--- config.mk ---
export PLATFORM = sky130hd
export DESIGN_NAME = mac_result_collector
export DESIGN_NICKNAME = d
export VERILOG_FILES = /design/src/rtl/mac_result_collector.sv
export SDC_FILE = /design/constraint.sdc
export NUM_CORES = 1
export LEC_CHECK = 0
export BUFFER_PORTS_ARGS = -buffer_cell sky130_fd_sc_hd__buf_2
export CORE_MARGIN = 1
export CORE_UTILIZATION = 40
export DETAILED_ROUTE_END_ITERATION = 8
export PLACE_DENSITY = 0.68
export SLEW_MARGIN = 20
export SYNTH_ARGS = -nofsm -noshare
export SYNTH_HDL_FRONTEND = slang
export SYNTH_SLANG_ARGS = --single-unit
export TNS_END_PERCENT = 20
--- constraint.sdc ---
create_clock -name clk -period 3.1 [get_ports clk]
set_input_delay 0.465 -clock clk [delete_from_list [all_inputs] [get_ports clk]]
set_output_delay 0.465 -clock clk [all_outputs]
set_load 0.05 [all_outputs]
--- src/rtl/mac_result_collector.sv ---
// Collects results from the 8x8 MAC using a latency-matched tag pipeline.
// Each result is saturated to OUT_W bits and buffered in a show-ahead FIFO with valid/ready output.
module mac_result_collector #(
    parameter int DEPTH = 4,
    parameter int OUT_W = 16,
    parameter int CNT_W = 8
) (
    input  logic             clk,
    input  logic             reset,
    input  logic             issue,
    input  logic             mode,
    output logic             issue_ready,
    input  logic [16:0]      mac_output,
    output logic [OUT_W-1:0] res_data,
    output logic             res_sat,
    output logic             res_valid,
    input  logic             res_ready,
    output logic [CNT_W-1:0] drop_cnt,
    output logic             busy
);

    localparam int PW = (DEPTH > 1) ? $clog2(DEPTH) : 1;
    localparam int CW = $clog2(DEPTH + 1);

    localparam logic [CW-1:0]  FULL     = CW'(DEPTH);
    localparam logic [CW:0]    DEPTH_V  = (CW + 1)'(DEPTH);
    localparam logic [16:0]    MAX_RES  = 17'((64'd1 << OUT_W) - 64'd1);
    localparam logic [CNT_W-1:0] DROP_MAX = '1;

    typedef struct packed {
        logic             sat;
        logic [OUT_W-1:0] data;
    } entry_t;

    // Tag pipeline: s1 holds tri-path issues one cycle early, s2 marks the sample cycle.
    logic s1_q, s1_d;
    logic s2_q, s2_d;

    logic [PW-1:0]    wr_ptr_q, wr_ptr_d;
    logic [PW-1:0]    rd_ptr_q, rd_ptr_d;
    logic [CW-1:0]    count_q,  count_d;
    logic [CNT_W-1:0] drop_cnt_q, drop_cnt_d;

    entry_t mem_q [DEPTH];
    entry_t wr_entry;
    entry_t head;

    logic [CW:0] occupancy;
    logic        accept;
    logic        refuse;
    logic        wr_en;
    logic        pop;

    // Credits cover buffered results plus every tag that will still write.
    always_comb begin
        occupancy   = (CW + 1)'(count_q) + (CW + 1)'(s1_q) + (CW + 1)'(s2_q);
        issue_ready = (occupancy < DEPTH_V) && !(!mode && s1_q);
        accept      = issue && issue_ready;
        refuse      = issue && !issue_ready;
    end

    always_comb begin
        head      = mem_q[rd_ptr_q];
        res_valid = (count_q != '0);
        res_data  = res_valid ? head.data : '0;
        res_sat   = res_valid ? head.sat  : 1'b0;
        busy      = s1_q || s2_q || res_valid;
        drop_cnt  = drop_cnt_q;
        wr_en     = s2_q;
        pop       = res_valid && res_ready;
    end

    always_comb begin
        wr_entry.sat  = (mac_output > MAX_RES);
        wr_entry.data = wr_entry.sat ? '1 : mac_output[OUT_W-1:0];
    end

    // NOTE: every signal gets a default at the top of the block so no path leaves it unassigned (no latches).
    always_comb begin
        s1_d       = accept && mode;
        s2_d       = s1_q || (accept && !mode);
        wr_ptr_d   = wr_ptr_q;
        rd_ptr_d   = rd_ptr_q;
        count_d    = count_q;
        drop_cnt_d = drop_cnt_q;

        if (wr_en) begin
            wr_ptr_d = wr_ptr_q + PW'(1);
        end
        if (pop) begin
            rd_ptr_d = rd_ptr_q + PW'(1);
        end
        if (wr_en && !pop) begin
            count_d = count_q + CW'(1);
        end else if (!wr_en && pop) begin
            count_d = count_q - CW'(1);
        end

        if (refuse && (drop_cnt_q != DROP_MAX)) begin
            drop_cnt_d = drop_cnt_q + CNT_W'(1);
        end
    end

    // NOTE: sequential state uses non-blocking assignments so every flop samples pre-edge values.
    always_ff @(posedge clk or posedge reset) begin
        if (reset) begin
            s1_q       <= 1'b0;
            s2_q       <= 1'b0;
            wr_ptr_q   <= '0;
            rd_ptr_q   <= '0;
            count_q    <= '0;
            drop_cnt_q <= '0;
        end else begin
            s1_q       <= s1_d;
            s2_q       <= s2_d;
            wr_ptr_q   <= wr_ptr_d;
            rd_ptr_q   <= rd_ptr_d;
            count_q    <= count_d;
            drop_cnt_q <= drop_cnt_d;
        end
    end

    // NOTE: storage is not reset; count gates res_valid and the output data, so stale entries are never visible.
    always_ff @(posedge clk) begin
        if (wr_en) begin
            mem_q[wr_ptr_q] <= wr_entry;
        end
    end

    // Credit accounting must make a write into a full FIFO impossible.
    a_no_overflow: assert property (@(posedge clk) disable iff (reset) !(wr_en && (count_q == FULL)));

    // A mode-0 issue must never land in s2 while an older tri-path tag is moving there.
    a_no_collision: assert property (@(posedge clk) disable iff (reset) !(s1_q && accept && !mode));

endmodule

==> summary.txt <==
Outcome
  – Result of the run: finished clean

Worst setup path
  – Worst path depth: 4
  – Worst path slowest cell: sky130_fd_sc_hd__dfrtp_1
  – CP Launch Type: flop
  – Startpoint of the most critical register-to-register path: count_q[0]
  – Crit path max-delay family: flip-flops
  – Largest fanout on the critical path: 10
  – Largest stage delay on the critical path: 650 ps
  – Data arrival time of the critical path: 2260 ps
  – End point of the critical path: res_data[5]
  – Kind of end point of the critical path: output port
  – Terminus of the critical flop-to-flop path: count_q[2]
  – CP Launch Point: rd_ptr_q[0]
  – Worst-case register-to-register setup slack: 640 ps
  – Combined buffer and inverter count along the critical path: 2
  – Path depth of the worst reg2reg path: 8
  – Cell Chain, Critical Path: buf_4 > mux4_1 > and2_1 > buf_2
  – Type of the worst setup path: flop to output port
  – CP required: 2630 ps

Clock network
  – Buffer count from post-CTS setup fixing: 0
  – Number of hold-repair buffers added at the cts stage: 0
  – Cts bufs inserted: 9
  – CTS sink cnt: 85
  – CTS tree: built
  – Clock tree root driver cell: sky130_fd_sc_hd__clkbuf_8
  – Max clock buf depth: 2
  – H-tree Lvls: 3
  – Number of gates given a new drive strength after cts: 0
  – Clock-pin slew on the worst setup and hold paths: 80 ps
  – Clock insertion delay at the later pin of the skew report: 350 ps

Floorplan
  – Die area: 9510 sq um
  – Initial standard-cell utilization of the core: 41.7%
  – Number of rows in the core area: 34
  – Die span in x: 97.5 microns
  – Vertical extent of the die: 97.5 microns
  – Number of top-level pins: 50
  – Placeable core area: 8760 sq um

Synth
  – Number of instances in the synthesized netlist: 206
  – Mapped Area: 3650 sq um
  – Mean instance size in the synthesized netlist: 17.7 sq um
  – Top-area cell type share of the netlist area: 55.9%
  – Flops & latches, synth: 85
  – Register area share after synthesis: 67.6%
  – Yosys warns: 0
  – Synth area leaders: sky130_fd_sc_hd__edfxtp_1 56%, sky130_fd_sc_hd__dfrtp_1 12%, sky130_fd_sc_hd__mux4_1 6.5%
  – Number of nets produced by synthesis: 236
  – Largest area contributor in the netlist: sky130_fd_sc_hd__edfxtp_1
  – Yosys cell types: 35

Routing
  – Routed wire length: 6060 microns
  – Average via count per standard cell: 4.98
  – Antenna-violating nets left: 0
  – Via count: 1,851
  – Number of design rule violations left after detail routing: 0
  – Average wire per cell in the routed design: 16.3 microns
  – Initial drt markers: 49
  – Detailed Routing Iterations Pass 1: 4

Layout
  – Count of fill cells added during filler insertion: 760
  – Combined area of the multi-input logic cells: 1100 sq um
  – Number of nets in the finished design: 289
  – P&R area growth vs syn: 13.8%
  – Final core area utilization: 47.4%
  – Antenna fix cells: 0
  – Sequential cell area: 2470 sq um
  – Final instance area: 4160 sq um
  – Ratio of cells with drive above 1 in the final layout: 37.5%

GRT
  – Maximum number of pins on one net before global-route repair: 22
  – Vias in the first global route: 1,910
  – Global-route wire length before repair: 9920 microns
  – Total gr overflow: 0
  – Antenna violations before repair: 0
  – GR Util All Layers: 14.1%

Timing
  – Setup tns final: 0 ps
  – Clock tree skew after final layout: 8.95 ps
  – Setup repair after global routing missed its margin: false
  – Slew Limit Headroom: 37.7%
  – Setup violators final: 0
  – Final Hold Viols: 0
  – Maximum frequency from static timing analysis: 366 MHz
  – Final cycle utilization of the critical path: 88.1%
  – Slew at the pin closest to its max-slew limit: 934 ps
  – Number of max-slew violations in the final report: 0
  – Final Critical Period: 2730 ps

Place
  – GP Congestion: 0.737
  – Port Buffers: 49
  – Detailed placer's ending HPWL: 3820 microns
  – Placed instance area: 3980 sq um

Power and ir drop
  – Total power density per cell area: 1010 nW/um^2
  – Leak: 1.57 nW
  – Pwr Total: 0.00419 W
  – Max VDD drop: 0.545 mV

Worst hold path
  – Hold crit path type: input pin to asynchronous set/reset pin

Flow run
  – Max Cap Viol: 0
==> cell families after synthesis <==
family | after synthesis | synth area share (%)
flops | 85 | 67.6
simple gates | 60 | 10.2
mux | 20 | 12.5
buf+inv | 14 | 2.16
xor+xnor | 11 | 2.64
compound gates | 8 | 1.95
fa+ha+maj | 8 | 2.95
==> sequential cells by signal (all words and copies together) (netlist names) <==
signal	cells
wr_ptr_q	2
mem_q	68
rd_ptr_q	2
drop_cnt	8
s1_q	1
s2_q	1
count_q	3
==> synthesized netlist by cell type <==
library cell	n
sky130_fd_sc_hd__o21ai_0	1
sky130_fd_sc_hd__nand4_4	1
sky130_fd_sc_hd__a31oi_1	1
sky130_fd_sc_hd__nor2b_1	1
sky130_fd_sc_hd__or3_1	2
sky130_fd_sc_hd__o21a_2	1
sky130_fd_sc_hd__a21o_1	1
sky130_fd_sc_hd__and3_1	2
sky130_fd_sc_hd__nor2b_2	1
sky130_fd_sc_hd__inv_1	6
sky130_fd_sc_hd__xnor2_1	4
sky130_fd_sc_hd__and4_2	1
sky130_fd_sc_hd__dfrtp_1	17
sky130_fd_sc_hd__mux4_2	8
sky130_fd_sc_hd__nor2_1	5
sky130_fd_sc_hd__xor2_1	7
sky130_fd_sc_hd__ha_1	7
sky130_fd_sc_hd__or2_2	16
sky130_fd_sc_hd__mux4_1	9
sky130_fd_sc_hd__a31o_2	1
sky130_fd_sc_hd__clkbuf_1	4
sky130_fd_sc_hd__buf_12	1
sky130_fd_sc_hd__fa_1	1
sky130_fd_sc_hd__buf_6	1
sky130_fd_sc_hd__a41oi_1	1
sky130_fd_sc_hd__edfxtp_1	68
sky130_fd_sc_hd__mux2_4	2
sky130_fd_sc_hd__nor3_2	1
sky130_fd_sc_hd__mux2_2	1
sky130_fd_sc_hd__buf_2	2
sky130_fd_sc_hd__a21oi_1	1
sky130_fd_sc_hd__nand3_1	5
sky130_fd_sc_hd__and2_1	21
sky130_fd_sc_hd__o211ai_4	1
sky130_fd_sc_hd__nand2_1	4
==> worst register-to-register path, cell delays in order (launching register included) <==
cell	delay [ps]
sky130_fd_sc_hd__dfrtp_1	440
sky130_fd_sc_hd__or3_1	680
sky130_fd_sc_hd__nand2_1	220
sky130_fd_sc_hd__ha_1	200
sky130_fd_sc_hd__inv_1	60
sky130_fd_sc_hd__fa_1	370
sky130_fd_sc_hd__xor2_1	150
sky130_fd_sc_hd__nor2_1	110
sky130_fd_sc_hd__xor2_1	170
==> cell type report <==
cell class                      count  area share (%)
Clock buffer                        9            2.98
Sequential cell                    85            59.4
Clock inverter                      7            1.20
Timing Repair Buffer               50            6.08
Inverter                            6           0.542
Multi-Input combinational cell    107            26.6
Tap cell                          108            3.25
==> worst min-delay path by stage <==
stage | endpoint | slack [ps] | cells after the start
after floorplan | count_q[0] | 390 | 1
after global placement | drop_cnt[5] | 480 | 1
after detailed placement | drop_cnt[5] | 500 | 1
after CTS | drop_cnt[0] | 220 | 2
after global routing | drop_cnt[1] | 240 | 2
final | drop_cnt[0] | 200 | 2
==> report_power, final <==
part | internal, W | switching (W)
clock network | 0.000293 | 0.000394
registers | 0.00145 | 0.000203
logic | 0.000617 | 0.00123
total | 0.00236 | 0.00183
==> metal layers <==
layer  routed length [microns]  vias to the layer above  part of all wire (%)  track usage [%]
met2                      2940                       42                    49             22.8
met4                       119                        0                   2.0             7.81
met3                       224                       13                   3.7             2.95
met1                      2780                      913                    46             17.8
li1                          -                      883                     -                -
met5                         0                        -                     0                0
==> through the flow <==
step / hold WS, ps / setup WS (ps) / std cells
CTS: 221 / 311 / 372
floorplan: 391 / 956 / 206
global route: 243 / 214 / 372
global placement: 481 / 698 / 356
finish: 196 / 370 / 372
detailed placement: 503 / 600 / 356
==> placed cells by master (no fill, tap or decap), types with 2 or more instances in the layout <==
master	instances
sky130_fd_sc_hd__mux4_2	8
sky130_fd_sc_hd__buf_2	49
sky130_fd_sc_hd__or3_1	2
sky130_fd_sc_hd__inv_1	6
sky130_fd_sc_hd__inv_6	2
sky130_fd_sc_hd__nand3_1	5
sky130_fd_sc_hd__dfrtp_1	17
sky130_fd_sc_hd__or2_2	16
sky130_fd_sc_hd__nor2_1	5
sky130_fd_sc_hd__and2_1	21
sky130_fd_sc_hd__edfxtp_1	68
sky130_fd_sc_hd__and3_1	2
sky130_fd_sc_hd__xnor2_1	4
sky130_fd_sc_hd__mux4_1	9
sky130_fd_sc_hd__mux2_4	2
sky130_fd_sc_hd__ha_1	7
sky130_fd_sc_hd__xor2_1	7
sky130_fd_sc_hd__nand2_1	4
sky130_fd_sc_hd__clkbuf_8	9
sky130_fd_sc_hd__clkinvlp_4	2
No activity file was read; power rests on OpenSTA's default activity.
